**config.mk**
```make
export PLATFORM = sky130hd
export DESIGN_NAME = coeff_ram_loader
export DESIGN_NICKNAME = d
export VERILOG_FILES = /design/src/rtl/coeff_ram_loader.sv
export SDC_FILE = /design/constraint.sdc
export NUM_CORES = 1
export LEC_CHECK = 0
export CORE_ASPECT_RATIO = 1.4
export CORE_MARGIN = 1
export CORE_UTILIZATION = 50
export CTS_BUF_LIST = sky130_fd_sc_hd__clkbuf_8
export DETAILED_ROUTE_END_ITERATION = 8
export DONT_BUFFER_PORTS = 1
export HOLD_SLACK_MARGIN = 0.05
export PLACE_DENSITY = 0.65
export SLEW_MARGIN = 10
export SYNTH_ARGS = -nofsm -noshare
export SYNTH_HDL_FRONTEND = slang
export SYNTH_SLANG_ARGS = --single-unit
```
**constraint.sdc**
```tcl
create_clock -name iClk12M -period 7.4 [get_ports iClk12M]
set_input_delay 1.48 -clock iClk12M [delete_from_list [all_inputs] [get_ports iClk12M]]
set_output_delay 1.48 -clock iClk12M [all_outputs]
set_load 0.01 [all_outputs]
```
**src/rtl/coeff_ram_loader.sv**
```systemverilog
// Coefficient RAM loader: takes 1..40 FIR taps over a valid/ready port and
// writes all 40 RAM slots, zero-filling the slots beyond the last tap received.
module coeff_ram_loader (
  input  logic        iClk12M,
  input  logic        iRst,
  input  logic        iStart,
  input  logic [5:0]  iTapCnt,
  input  logic        iCoeffValid,
  input  logic [15:0] iCoeffData,
  output logic        oCoeffReady,
  output logic        oCoeffUpdateFlag,
  output logic        oCsnRam,
  output logic        oWrnRam,
  output logic [5:0]  oAddrRam,
  output logic [15:0] oWrDtRam,
  output logic        oBusy,
  output logic        oDone,
  output logic        oErr
);

  typedef enum logic [2:0] {
    IDLE,
    WAIT_DATA,
    WRITE,
    RELEASE,
    ZFILL,
    DONE
  } loaderState;

  loaderState state;
  logic [5:0] tapCnt;
  logic [5:0] index;

  // Taps are packed ten per 16-word RAM bank.
  function automatic logic [5:0] mapAddr(input logic [5:0] idx);
    if (idx < 6'd10)
      return idx;
    else if (idx < 6'd20)
      return idx + 6'd6;
    else if (idx < 6'd30)
      return idx + 6'd12;
    else
      return idx + 6'd18;
  endfunction

  // All outputs are set on the edge that enters the state they belong to.
  always_ff @(posedge iClk12M) begin
    if (iRst) begin
      state            <= IDLE;
      tapCnt           <= 6'd0;
      index            <= 6'd0;
      oCoeffReady      <= 1'b0;
      oCoeffUpdateFlag <= 1'b0;
      oCsnRam          <= 1'b1;
      oWrnRam          <= 1'b1;
      oAddrRam         <= 6'd0;
      oWrDtRam         <= 16'd0;
      oBusy            <= 1'b0;
      oDone            <= 1'b0;
      oErr             <= 1'b0;
    end else begin
      oDone <= 1'b0;
      oErr  <= 1'b0;
      case (state)
        IDLE: begin
          if (iStart) begin
            if (iTapCnt >= 6'd1 && iTapCnt <= 6'd40) begin
              state            <= WAIT_DATA;
              tapCnt           <= iTapCnt;
              index            <= 6'd0;
              oCoeffReady      <= 1'b1;
              oCoeffUpdateFlag <= 1'b1;
              oBusy            <= 1'b1;
            end else begin
              oErr <= 1'b1;
            end
          end
        end
        WAIT_DATA: begin
          if (iCoeffValid) begin
            state       <= WRITE;
            oCoeffReady <= 1'b0;
            oWrDtRam    <= iCoeffData;
            oAddrRam    <= mapAddr(index);
            oCsnRam     <= 1'b0;
            oWrnRam     <= 1'b0;
          end
        end
        WRITE, ZFILL: begin
          state   <= RELEASE;
          oCsnRam <= 1'b1;
          oWrnRam <= 1'b1;
        end
        RELEASE: begin
          // Past the last supplied tap every remaining index is a zero write.
          if (index < tapCnt - 6'd1) begin
            state       <= WAIT_DATA;
            index       <= index + 6'd1;
            oCoeffReady <= 1'b1;
          end else if (index < 6'd39) begin
            state    <= ZFILL;
            index    <= index + 6'd1;
            oWrDtRam <= 16'd0;
            oAddrRam <= mapAddr(index + 6'd1);
            oCsnRam  <= 1'b0;
            oWrnRam  <= 1'b0;
          end else begin
            state            <= DONE;
            oDone            <= 1'b1;
            oCoeffUpdateFlag <= 1'b0;
          end
        end
        DONE: begin
          state <= IDLE;
          oBusy <= 1'b0;
        end
        default: begin
          state <= IDLE;
        end
      endcase
    end
  end

endmodule

```
==> metrics.md, run 1 <==
| Metric | Value |
|---|---|
| Status | finished, final reports clean |
| Post-route minimum period | 3.31 ns |
| Post-synth EDFFs | 0 |
| Post-synth cell types | 59 |
| Die area | 0.00552 mm^2 |
| Final setup margin | 4.09 ns |
| Die H | 87.5 um |
| Tightest Pin Transition | 1.16 ns |
| CP Data Required Time | 7.63 ns |
| Initial DRT Pass Iterations | 4 |
| Vias in the first global route | 2159 |
| Total CTS buffers | 5 |
| Mapped Area | 0.00261 mm^2 |
| # diodes | 0 |
| Clk_lat worst skew | 0.30 ns |
| Setup Buffers After CTS | 0 |
| Layout cells sized above 1 | 0.0662 |
| Multi-input gate area | 0.00159 mm^2 |
| Switching part of the total | 0.269 |
| Power Dens Cells | 173 mW/mm^2 |
| RSZ-0062 raised after global routing | no |
| FMAX | 0.302 GHz |
| Yosys warns | 0 |
| Post_cts resized | 0 |
| IO Count | 55 |
| CTS tree | done |
| Clock Power Share | 0.351 |
| Final wirelength | 5950 um |
| Post-CTS Hold Buffers | 0 |
| All-Layer GR Usage | 0.231 |
| I/O Buffers | 0 |
| Die width | 63.1 um |
| DP HPWL | 4330 um |
| Number of nets in the layout | 347 |
| Slew margin rel. | 0.225 |
| Mean area per synthesized cell | 8.32 um^2 |
| Grt total ovfl | 0 |
| Combinational share of power | 0.103 |
| CTS Root Cell | clkbuf_8 |
| Register area | 861 um^2 |
| Pre-CTS setup slack | 4.17 ns |
| Endpoint class of the critical path | flip-flop |
| Fillers | 479 |
| Hold crit path type | flip-flop to flip-flop |
| Syn Inst Count | 314 |
| Final worst path period share | 0.447 |
| Count of final setup violators | 0 |
| Sequential share of the synthesized area | 0.330 |
| Pin count of the biggest net entering global routing | 45 |
| Worst Skew | 0.00284 ns |
| Synth async-reset ratio | 0 |
| Initial antenna violation count | 0 |
| Setup TNS | 0 ns |
| Most used flip-flop cell after synthesis | dfxtp_1 |
| Crit path DAT | 3.54 ns |
| MaxCap Viol Count | 0 |
| Hold Fails Final Rpt | 0 |
| Via Count | 2240 |
| #FFs+latches synth | 43 |
| Sw power | 125 uW |
| Clk sinks | 43 |
| First-pass GRT wire length | 10000 um |
| Worst Setup Path Type | flip-flop to flip-flop |
| Total leakage power | 0.00104 uW |
| Synth area leader | dfxtp_1 |
| Share of the synthesized area in the top cell type | 0.330 |
| R2R setup slack | 4.09 ns |
| DR vias/cell | 6.12 |
| Syn nets | 360 |
| Routed Antenna Nets | 0 |
| Core region area | 0.00492 mm^2 |
| Flop pwr share | 0.545 |
| Max FO, Critical Path | 15 |
| Layout area overhead | 3.45% |
| Row count | 30 |
| Slew Limit Fails | 0 |
| H-Tree Level Count | 2 |
| Clk buf depth | 2 |
| Initial Util | 0.531 |
| Drt initial violations | 136 |
| Gpl congestion | 0.943 |
| Top post-synthesis cells by area | dfxtp_1, ha_1, nor2_1 |
| P_int | 341 uW |
| Post-route DRC | 0 |
| Critical Path Start Type | flip-flop |
| DR WL/cell | 16.3 um |
| Clk slew on worst S/H paths | 0.09 ns |
| Max VDD drop | 113 uV |
==> routing by layer <==
layer  part of all wire  wire length (um)  track usage
met4              0.030               177        0.127
met1               0.41              2440        0.273
met3              0.059               350       0.0458
met2               0.50              2980        0.392
met5                  0                 0            0
==> layout make-up <==
cell class / count / area share
inverters: 18 / 0.0250
flip-flops and latches: 43 / 0.319
multi-input cells: 232 / 0.587
repair buffers: 1 / 0.00278
clock inverters: 2 / 0.00602
well taps: 64 / 0.0296
clock buffers: 6 / 0.0306
==> cell usage in the layout (no fill, tap or decap), types with 3 or more instances in the layout <==
| master | n |
|---|---|
| nand3b_1 | 3 |
| o21ai_0 | 10 |
| nand2_1 | 21 |
| dfxtp_1 | 43 |
| a22oi_1 | 17 |
| o21a_1 | 3 |
| nor3_1 | 5 |
| clkbuf_8 | 6 |
| a21oi_1 | 27 |
| inv_1 | 16 |
| mux2i_1 | 9 |
| nor2b_1 | 4 |
| xnor2_1 | 8 |
| nand4_1 | 4 |
| ha_1 | 20 |
| nor2_1 | 41 |
| a211oi_1 | 3 |
| or3_1 | 4 |
==> cell usage after synthesis, types with 8 or more instances <==
library cell	number
a21oi_1	27
a22oi_1	17
buf_2	9
clkbuf_1	9
dfxtp_1	43
ha_1	20
inv_1	16
mux2i_1	9
nand2_1	21
nor2_1	41
o21ai_0	10
xnor2_1	8
==> power groups by stage <==
stage	clock network (uW)	registers, uW	logic [uW]
2_1_floorplan	0	256	46.9
3_3_place_gp	0	260	47.7
3_5_place_dp	0	260	48.8
4_1_cts	166	255	48.9
5_1_grt	176	256	54.8
6_report	164	254	48.2
==> flip-flops by register name, indices dropped and copies added (netlist names) <==
signal            flops
index                 6
oWrDtRam             16
oDone                 1
oErr                  1
tapCnt                6
oCoeffUpdateFlag      1
oAddrRam              6
oWrnRam               1
oCoeffReady           1
oBusy                 1
state                 3
==> final timing paths <==
kind | startpoint | endpoint | cells past startpoint
max | index[1] | oAddrRam[3] | 10
min | oAddrRam[0] | oAddrRam[0] | 2
max reg2reg | index[1] | oAddrRam[3] | 10
min reg2reg | oAddrRam[0] | oAddrRam[0] | 2
==> through the flow <==
step | instance area [um^2] | hold WS (ns) | cells | utilization | total power, uW
after CTS | 2700 | 0.505 | 366 | 0.549 | 470
after detailed placement | 2600 | 0.492 | 358 | 0.529 | 309
after global routing | 2700 | 0.542 | 366 | 0.549 | 487
final | 2700 | 0.503 | 366 | 0.549 | 467
after floorplan | 2610 | 0.476 | 314 | - | 303
after global placement | 2600 | 0.488 | 358 | 0.529 | 308
==> cell families (layout without fill, tap and decap cells) <==
kind of cell / after synthesis / after routing / share of synthesized area
AOI/OAI and AO/OA: 92 / 92 / 0.251
xor gates and xnor gates: 10 / 10 / 0.0335
adders and majority gates: 20 / 20 / 0.0958
buffers and inverters: 39 / 27 / 0.0647
DFF: 43 / 43 / 0.330
muxes: 10 / 10 / 0.0388
and+or+nand+nor: 100 / 100 / 0.186
==> critical path: stages (launching register included) <==
cell and delay, ns:
dfxtp_1 0.66, ha_1 0.41, nand2_1 0.11, xnor2_1 0.53, inv_1 0.15, ha_1 0.29
o21bai_1 0.25, or3b_2 0.48, o221ai_1 0.09, a21oi_1 0.09, o22ai_1 0.17
No activity file was read; power rests on OpenSTA's default activity.
==> run 2: changes to the inputs <==
clock period = 3.1 ns   (was 7.4 ns; I/O delays follow)
==> run 2 against run 1 <==
  * Sequential power grew 140%
  * Sequential share of layout area decreased by 0.95 points
  * Utilization rose by 1.7 points
  * Setup slack got worse by 3.8 ns
  * Final cell count rose by 3.0%
  * Clock-buffer cell count stayed put
  * Non-clock buffer count increased by 11
  * Total power up 140%
  * Via count increased by 3.0%
  * Clock skew up 0.0060 ns
  * Die area unchanged
  * Routed wire length grew 0.35%
  * Critical endpoint is now oAddrRam[2]
  * Largest power group unchanged
  * Highest routed layer unchanged
==> metrics.md, run 2 (synthesized netlist as in run 1, its figures left out) <==
| Metric | Value |
|---|---|
| Status | finished, final reports clean |
| Biggest register | oWrDtRam |
| CP top delay family | XOR/XNOR gates |
| Setup Buffers After CTS | 0 |
| Initial antenna violation count | 0 |
| Worst Skew | 0.00881 ns |
| CTS tree | done |
| Setup TNS | 0 ns |
| DR vias/cell | 6.12 |
| H-Tree Level Count | 2 |
| Buffers & Inverters on Critical Path | 1 |
| Endpoint class of the critical path | flip-flop |
| Sw power | 291 uW |
| Max FFs per register | 16 |
| Post-route minimum period | 2.78 ns |
| Clk_lat worst skew | 0.30 ns |
| DP HPWL | 4510 um |
| Commonest non-fill, non-tap cell in the layout | dfxtp_1 |
| Combinational share of power | 0.107 |
| MaxCap Viol Count | 0 |
| Gpl congestion | 0.873 |
| IO Count | 55 |
| Row count | 30 |
| Clk slew on worst S/H paths | 0.08 ns |
| Total CTS buffers | 5 |
| Routed Antenna Nets | 0 |
| Power Dens Cells | 398 mW/mm^2 |
| Critical Path Start Type | flip-flop |
| Switching part of the total | 0.263 |
| Worst Setup Path Type | flip-flop to flip-flop |
| Die width | 63.1 um |
| All-Layer GR Usage | 0.229 |
| Grt total ovfl | 0 |
| # diodes | 0 |
| Initial Util | 0.531 |
| Clk buf depth | 2 |
| Final wirelength | 5980 um |
| Flop pwr share | 0.548 |
| Layout cells sized above 1 | 0.0990 |
| FMAX | 0.360 GHz |
| Max VDD drop | 282 uV |
| RSZ-0062 raised after global routing | no |
| Via Count | 2307 |
| Total leakage power | 0.00110 uW |
| Total Power | 1110 uW |
| Largest stage delay, worst path | 0.61 ns |
| CP Data Required Time | 3.27 ns |
| Max FO, Critical Path | 7 |
| Hold Fails Final Rpt | 0 |
| Most frequent cells in the layout | dfxtp_1, nor2_1, a21oi_1 |
| Post-route DRC | 0 |
| Die area | 0.00552 mm^2 |
| Initial DRT Pass Iterations | 5 |
| Fillers | 464 |
| I/O Buffers | 0 |
| Number of nets in the layout | 358 |
| Hold crit path type | input pin to flip-flop |
| Core region area | 0.00492 mm^2 |
| Post-CTS Hold Buffers | 0 |
| Drt initial violations | 168 |
| Slew margin rel. | 0.501 |
| Vias in the first global route | 2182 |
| CP Cell Sequence | nand2_1 > xnor2_1 > inv_1 > ha_1 > o21bai_1 > mux2i_1 > o2111a_1 > nor4_1 > nor3_1 |
| Count of final setup violators | 0 |
| Slowest CP cell | xnor2_1 |
| Slew Limit Fails | 0 |
| Final worst path period share | 0.897 |
| Clk sinks | 43 |
| Pin count of the biggest net entering global routing | 45 |
| Die H | 87.5 um |
| CTS Root Cell | clkbuf_8 |
| Crit path DAT | 2.95 ns |
| Post_cts resized | 0 |
| Tightest Pin Transition | 0.743 ns |
| DR WL/cell | 15.8 um |
| Clock Power Share | 0.345 |
| First-pass GRT wire length | 10000 um |
| P_int | 817 uW |
| Layout area overhead | 6.61% |
[run 2: layer usage]
layer | track usage | wire (um) | vias up
met5 | 0 | 0 | -
met4 | 0.125 | 197 | 0
met3 | 0.0563 | 313 | 17
met2 | 0.407 | 3090 | 79
met1 | 0.248 | 2370 | 1083
li1 | - | - | 1128
[run 2: power by group through the flow]
stage                     logic, uW  registers, uW  clock network (uW)
after floorplan                 112            612                   0
after global placement          117            621                   0
after detailed placement        121            620                   0
after CTS                       121            608                 389
after global routing            134            612                 410
final                           119            607                 382
[run 2: layout make-up]
cell class / count / area (um^2) / share of cell area
clock inverters: 2 / 16.3 / 0.00584
inverters: 18 / 67.6 / 0.0243
clock buffers: 6 / 82.6 / 0.0297
repair buffers: 12 / 90.1 / 0.0324
multi-input cells: 232 / 1590 / 0.570
well taps: 64 / 80.1 / 0.0288
flip-flops and latches: 43 / 861 / 0.309
[run 2: metrics by stage]
stage	util	std cells	instance area [um^2]	setup slack [ns]	hold slack [ns]
finish	0.566	377	2780	0.319	0.386
global route	0.566	377	2780	0.0695	0.372
CTS	0.566	377	2780	0.366	0.375
detailed placement	0.546	369	2690	0.371	0.497
global placement	0.546	369	2690	0.359	0.493
floorplan	-	314	2610	0.494	0.476
[run 2: path summary, 6_finish.rpt]
kind,startpoint,endpoint,slack (ns),depth (start not counted)
worst max-delay path,index[0],oAddrRam[2],0.32,9
worst min-delay path,iRst,oWrDtRam[4],0.39,1
worst max register to register,index[0],oAddrRam[2],0.32,9
worst min register to register,oAddrRam[5],oAddrRam[5],0.50,2
